## src/rtl/seg7_scan_decoder.sv

```systemverilog
// Display monitor for a multiplexed 4-digit 7-segment bus: rebuilds the shown hex
// value, decimal points and blank flags, publishing one frame per complete scan.
module seg7_scan_decoder #(
  parameter bit          SEG_ACTIVE_LOW = 1'b1,
  parameter bit          SEL_ACTIVE_LOW = 1'b1,
  parameter int unsigned SETTLE_CYCLES  = 2
) (
  input  logic        i_clk,
  input  logic        i_rst,
  input  logic [7:0]  i_LED,
  input  logic [3:0]  i_digitSelect,
  output logic [15:0] o_digits,
  output logic [3:0]  o_dp,
  output logic [3:0]  o_blank,
  output logic        o_frame_valid,
  output logic        o_err_glyph,
  output logic        o_err_sel
);

  localparam logic [3:0] SETTLE = 4'(SETTLE_CYCLES);

  logic [7:0]  led_q, led_p;
  logic [3:0]  sel_q, sel_p;
  logic [3:0]  cnt, cnt_nxt;
  logic        sel_none, sel_onehot, sel_multi, pair_changed;
  logic        capture;
  logic        glyph_ok, glyph_blank, glyph_good;
  logic [3:0]  glyph_val;
  logic [3:0]  cap_mask;
  logic [15:0] slot_digits;
  logic [3:0]  slot_dp, slot_blank, seen;

  assign sel_none     = (sel_q == 4'b0000);
  assign sel_onehot   = $onehot(sel_q);
  assign sel_multi    = !sel_none && !sel_onehot;
  assign pair_changed = ({led_q, sel_q} != {led_p, sel_p});

  // NOTE: every signal driven here gets a default first so no path leaves it unassigned (no latches).
  always_comb begin
    glyph_ok  = 1'b1;
    glyph_val = 4'h0;
    case (led_q[6:0])
      7'h3F: glyph_val = 4'h0;
      7'h06: glyph_val = 4'h1;
      7'h5B: glyph_val = 4'h2;
      7'h4F: glyph_val = 4'h3;
      7'h66: glyph_val = 4'h4;
      7'h6D: glyph_val = 4'h5;
      7'h7D: glyph_val = 4'h6;
      7'h07: glyph_val = 4'h7;
      7'h7F: glyph_val = 4'h8;
      7'h6F: glyph_val = 4'h9;
      7'h77: glyph_val = 4'hA;
      7'h7C: glyph_val = 4'hB;
      7'h39: glyph_val = 4'hC;
      7'h5E: glyph_val = 4'hD;
      7'h79: glyph_val = 4'hE;
      7'h71: glyph_val = 4'hF;
      default: glyph_ok = 1'b0;
    endcase
  end

  assign glyph_blank = (led_q[6:0] == 7'h00);
  assign glyph_good  = glyph_ok || glyph_blank;

  always_comb begin
    cnt_nxt = cnt;
    if (!sel_onehot)
      cnt_nxt = 4'd0;
    else if (pair_changed)
      cnt_nxt = 4'd1;
    else if (cnt < SETTLE)
      cnt_nxt = cnt + 4'd1;
  end

  // One capture per dwell: only on the edge where the count arrives at SETTLE.
  assign capture  = sel_onehot && (cnt_nxt == SETTLE) && (pair_changed || cnt != SETTLE);
  assign cap_mask = (capture && glyph_good) ? sel_q : 4'b0000;

  // NOTE: sequential state uses non-blocking assignments only; the small slot registers are reset too.
  always_ff @(posedge i_clk) begin
    if (i_rst) begin
      led_q         <= '0;
      sel_q         <= '0;
      led_p         <= '0;
      sel_p         <= '0;
      cnt           <= '0;
      slot_digits   <= '0;
      slot_dp       <= '0;
      slot_blank    <= '0;
      seen          <= '0;
      o_digits      <= '0;
      o_dp          <= '0;
      o_blank       <= '0;
      o_frame_valid <= 1'b0;
      o_err_glyph   <= 1'b0;
      o_err_sel     <= 1'b0;
    end else begin
      led_q <= SEG_ACTIVE_LOW ? ~i_LED : i_LED;
      sel_q <= SEL_ACTIVE_LOW ? ~i_digitSelect : i_digitSelect;
      led_p <= led_q;
      sel_p <= sel_q;
      cnt   <= cnt_nxt;

      for (int i = 0; i < 4; i++) begin
        if (cap_mask[i]) begin
          slot_digits[4*i +: 4] <= glyph_blank ? 4'h0 : glyph_val;
          slot_blank[i]         <= glyph_blank;
          slot_dp[i]            <= led_q[7];
        end
      end

      if (capture && !glyph_good) o_err_glyph <= 1'b1;
      if (sel_multi)              o_err_sel   <= 1'b1;

      o_frame_valid <= 1'b0;
      if (seen == 4'b1111) begin
        o_digits      <= slot_digits;
        o_dp          <= slot_dp;
        o_blank       <= slot_blank;
        o_frame_valid <= 1'b1;
        seen          <= cap_mask;
      end else begin
        seen <= seen | cap_mask;
      end
    end
  end

endmodule

```

## config.mk

```make
export PLATFORM = sky130hd
export DESIGN_NAME = seg7_scan_decoder
export DESIGN_NICKNAME = d
export VERILOG_FILES = /design/src/rtl/seg7_scan_decoder.sv
export SDC_FILE = /design/constraint.sdc
export NUM_CORES = 1
export LEC_CHECK = 0
export ABC_AREA = 0
export ABC_CLOCK_PERIOD_IN_PS = 4700
export BUFFER_PORTS_ARGS = -buffer_cell sky130_fd_sc_hd__buf_2
export CAP_MARGIN = 25
export CORE_AREA = 10 10 93 95
export DETAILED_ROUTE_END_ITERATION = 8
export DIE_AREA = 0 0 103 105
export PLACE_DENSITY = 0.68
export SLEW_MARGIN = 20
export SYNTH_ARGS = -nofsm -noshare
export SYNTH_HDL_FRONTEND = slang
export SYNTH_SLANG_ARGS = --single-unit
```

## constraint.sdc

```tcl
create_clock -name i_clk -period 4.7 [get_ports i_clk]
set_clock_uncertainty 0.05 [all_clocks]
set_input_delay 0.94 -clock i_clk [delete_from_list [all_inputs] [get_ports i_clk]]
set_output_delay 0.94 -clock i_clk [all_outputs]
set_load 0.02 [all_outputs]
```

==> impl_metrics.toml <==
[die]
die-height_um = 105
boundaryPins = 41
num_rows = 30
core-area_mm2 = 0.006756
die-area_mm2 = 0.01082
start_util_pct = 50.11
die_w_um = 103

[setup_path]
r2r-end = "slot_digits[9]$_SDFFE_PP0P_"
r2r_start = "sel_q[0]$_SDFF_PP0_"
crit_type = "reg2reg"
endpoint_kind = "flop"
reg2reg_slack_ns = 1.14
worst-path-max-fanout = 12
cp_data_required_time_ns = 4.88
critPathArrivalTime_ns = 3.74
r2r_cells = 11
cp-start-kind = "flop"

[cts]
cts_setup_buffers = 0
cts_root_buf = "clkbuf_8"
cts.path.max_buffers = 2
clk_pin_slew_ns = 0.09
cts_inserted_buffers = 9
clk_latency_ns = 0.37
ctsHoldBuffers = 0
htreeDepth = 3
cts.sink_count = 83
cts_tree = "done"
cts_resized = 0

[power_and_ir_drop]
p_leak_nw = 1.667
combPwrFrac_pct = 5.3
p_int_mw = 1.049
pwr-share-clk_pct = 41.7
worst_ir_drop_vdd_mv = 0.2344
p_sw_mw = 0.3353
power_density_mw_per_mm2 = 361.1
swShare_pct = 24.23
p_seq_share_pct = 53.1
power_mw = 1.384

[global_routing]
grt_max_degree = 59
grt_overflow = 0
antenna_found_initial = 0
grt_pass1_vias = 2502
grt_usage_pct = 13.77
grt_pass1_wl_um = 12160

[synth]
yosysWarnings = 0
syn_area_mm2 = 0.003386
synth_area_leaders = "dfxtp_1 (49%), nand2_1 (9.0%), mux2i_1 (5.9%)"
syn-mean-instance-area_um2 = 8.840
synth_top_area_cell = "dfxtp_1"
synth.distinct_cells = 45
synthCells = 383
syn-num-nets = 403
synthArstFlopShare_pct = 0
synth_ff_type = "dfxtp_1"
ys_seq_area_share_pct = 49.08
synth-edff-count = 0
synth_seq_cells = 83
synth_top_area_share_pct = 49.08

[timing]
max-slew-margin-rel_pct = 47.91
rsz0062_at_grt = "no"
fmax_mhz = 280.8
final-hold-violation-count = 0
setup-tns-final_ns = 0
setup_viol = 0
slew_viol_final = 0
min_period_ns = 3.561
period_share_pct = 75.77
tightest_slew_ns = 0.7814

[route]
wire_per_inst_um = 14.38
wirelength_um = 7149
antenna_left = 0
vias_per_cell = 5.215
drt_iter0_drc = 137
drt_pass1_iterations = 4
num_vias = 2592
drc = 0

[worst_hold_path]
min_path_type = "reg2reg"
hp-start = "o_digits[3]$_SDFFE_PP0P_"
whs_endpoint = "o_digits[3]$_SDFFE_PP0P_"
hold_path_depth = 2

[place]
gp_congestion = 0.8022
dpl.hpwl_um = 4888
portBuffers = 40

[status]
status = "finished clean"

[job]
cap_viol_max_count = 0

[layout]
fin_util_pct = 56.72
drive_above_1_share_pct = 16.79
syn_to_final_growth_pct = 13.19
fin_nets = 432
antenna_cells = 0
cells by family after synthesis:
| kind of cell | Yosys count | synth area share [%] |
|---|---|---|
| simple gates | 170 | 24.58 |
| buf+inv | 35 | 4.286 |
| xor+xnor | 14 | 3.622 |
| mux | 20 | 5.913 |
| compound gates | 55 | 10.09 |
| fa+ha+maj | 6 | 2.439 |
| flops | 83 | 49.08 |
critical path: stages, from the launching register on:
cell and delay [ns]:
dfxtp_1 0.45, inv_1 0.14, fa_1 0.54, inv_1 0.04, ha_1 0.17, ha_1 0.27
nor3b_1 0.34, o211a_1 0.24, inv_1 0.07, a311oi_4 0.67, nand2_2 0.27, mux2i_1 0.18
worst max path at each step:
stage                                    from                            to  slack [ns]  cells after the start
after global placement    sel_q[0]$_SDFF_PP0_  slot_digits[10]$_SDFFE_PP0P_        1.29                     11
after CTS                 sel_q[0]$_SDFF_PP0_   slot_digits[9]$_SDFFE_PP0P_        1.10                     11
after floorplan           sel_q[3]$_SDFF_PP0_  slot_digits[11]$_SDFFE_PP0P_        1.70                     13
after global routing      sel_q[0]$_SDFF_PP0_   slot_digits[9]$_SDFFE_PP0P_        0.83                     11
final                     sel_q[0]$_SDFF_PP0_   slot_digits[9]$_SDFFE_PP0P_        1.14                     11
after detailed placement  sel_q[0]$_SDFF_PP0_  slot_digits[10]$_SDFFE_PP0P_        1.12                     11
power groups by stage:
| stage | Clock (mW) | Sequential [mW] | Combinational [mW] |
|---|---|---|---|
| after global routing | 0.612 | 0.738 | 0.0829 |
| after detailed placement | 0 | 0.751 | 0.0726 |
| final | 0.577 | 0.734 | 0.0728 |
| after floorplan | 0 | 0.740 | 0.0617 |
| after global placement | 0 | 0.750 | 0.0719 |
| after CTS | 0.581 | 0.734 | 0.0729 |
synthesized netlist by cell type, drive strengths merged, types with 3 or more instances:
| library cell | instances |
|---|---|
| nand4 | 3 |
| ha | 5 |
| buf | 9 |
| nor2b | 9 |
| nor3 | 6 |
| dfxtp | 83 |
| nor3b | 5 |
| nand3 | 9 |
| o31ai | 3 |
| nor4 | 5 |
| nor2 | 33 |
| xor2 | 8 |
| xnor2 | 6 |
| a21oi | 35 |
| nand2 | 85 |
| clkbuf | 16 |
| mux2i | 20 |
| inv | 9 |
| o21ai | 5 |
| and4b | 3 |
through the flow:
stage          hold slack [ns]  cell area, µm²  worst slack, ns  instances
2_1_floorplan           0.3816            3386            1.696        383
4_1_cts                 0.4059            3832            1.100        497
5_1_grt                 0.4252            3832           0.8270        497
3_3_place_gp            0.3906            3593            1.292        480
6_report                0.4036            3832            1.139        497
3_5_place_dp            0.3936            3608            1.121        481
routing by layer:
metal  wire length (µm)  track usage, %  up-vias
li1                   -               -     1341
met1               3486           18.72     1188
met2               3132           19.93       53
met3                436           3.491       10
met4                 93           5.964        0
met5                  0               0        -
final cells by class:
| cell class | instances | area, µm² |
|---|---|---|
| clock buffer | 9 | 123.9 |
| tap | 80 | 100.1 |
| clock inverter | 7 | 100.1 |
| fill | 633 | 2924 |
| multi-input combinational | 265 | 1579 |
| inverter | 10 | 37.54 |
| sequential | 83 | 1662 |
| timing repair buffer | 43 | 230.2 |
sequential cells by signal, indices dropped and copies added, names as in the netlist:
name and count:
slot_dp 4, o_err_glyph 1, slot_blank 4, seen 4, sel_p 4, o_err_sel 1
o_digits 16, sel_q 4, o_dp 4, cnt 4, led_q 8, slot_digits 16
o_blank 4, o_frame_valid 1, led_p 8
placed cells by master, fill, tap and decap left out, types with 2 or more instances in the layout:
| cell type | count |
|---|---|
| dfxtp_1 | 83 |
| nand2_1 | 81 |
| buf_2 | 40 |
| a21oi_1 | 35 |
| nor2_1 | 33 |
| mux2i_1 | 20 |
| inv_1 | 9 |
| nor2b_1 | 9 |
| nand3_1 | 9 |
| clkbuf_8 | 9 |
| xor2_1 | 8 |
| nor3_1 | 6 |
| xnor2_1 | 6 |
| nor4_1 | 5 |
| o21ai_0 | 5 |
| ha_1 | 5 |
| nor3b_2 | 4 |
| nand4_1 | 3 |
| and4b_1 | 3 |
| o31ai_1 | 3 |
| nor4b_1 | 2 |
| a211oi_1 | 2 |
| o211ai_1 | 2 |
| nand4bb_1 | 2 |
| o22ai_1 | 2 |
| or4_1 | 2 |
| nand2_4 | 2 |
| nand2_2 | 2 |
| bufinv_16 | 2 |
| inv_6 | 2 |
| clkinv_4 | 2 |
| buf_4 | 2 |
Note: power is estimated with default switching activity, not from simulation.
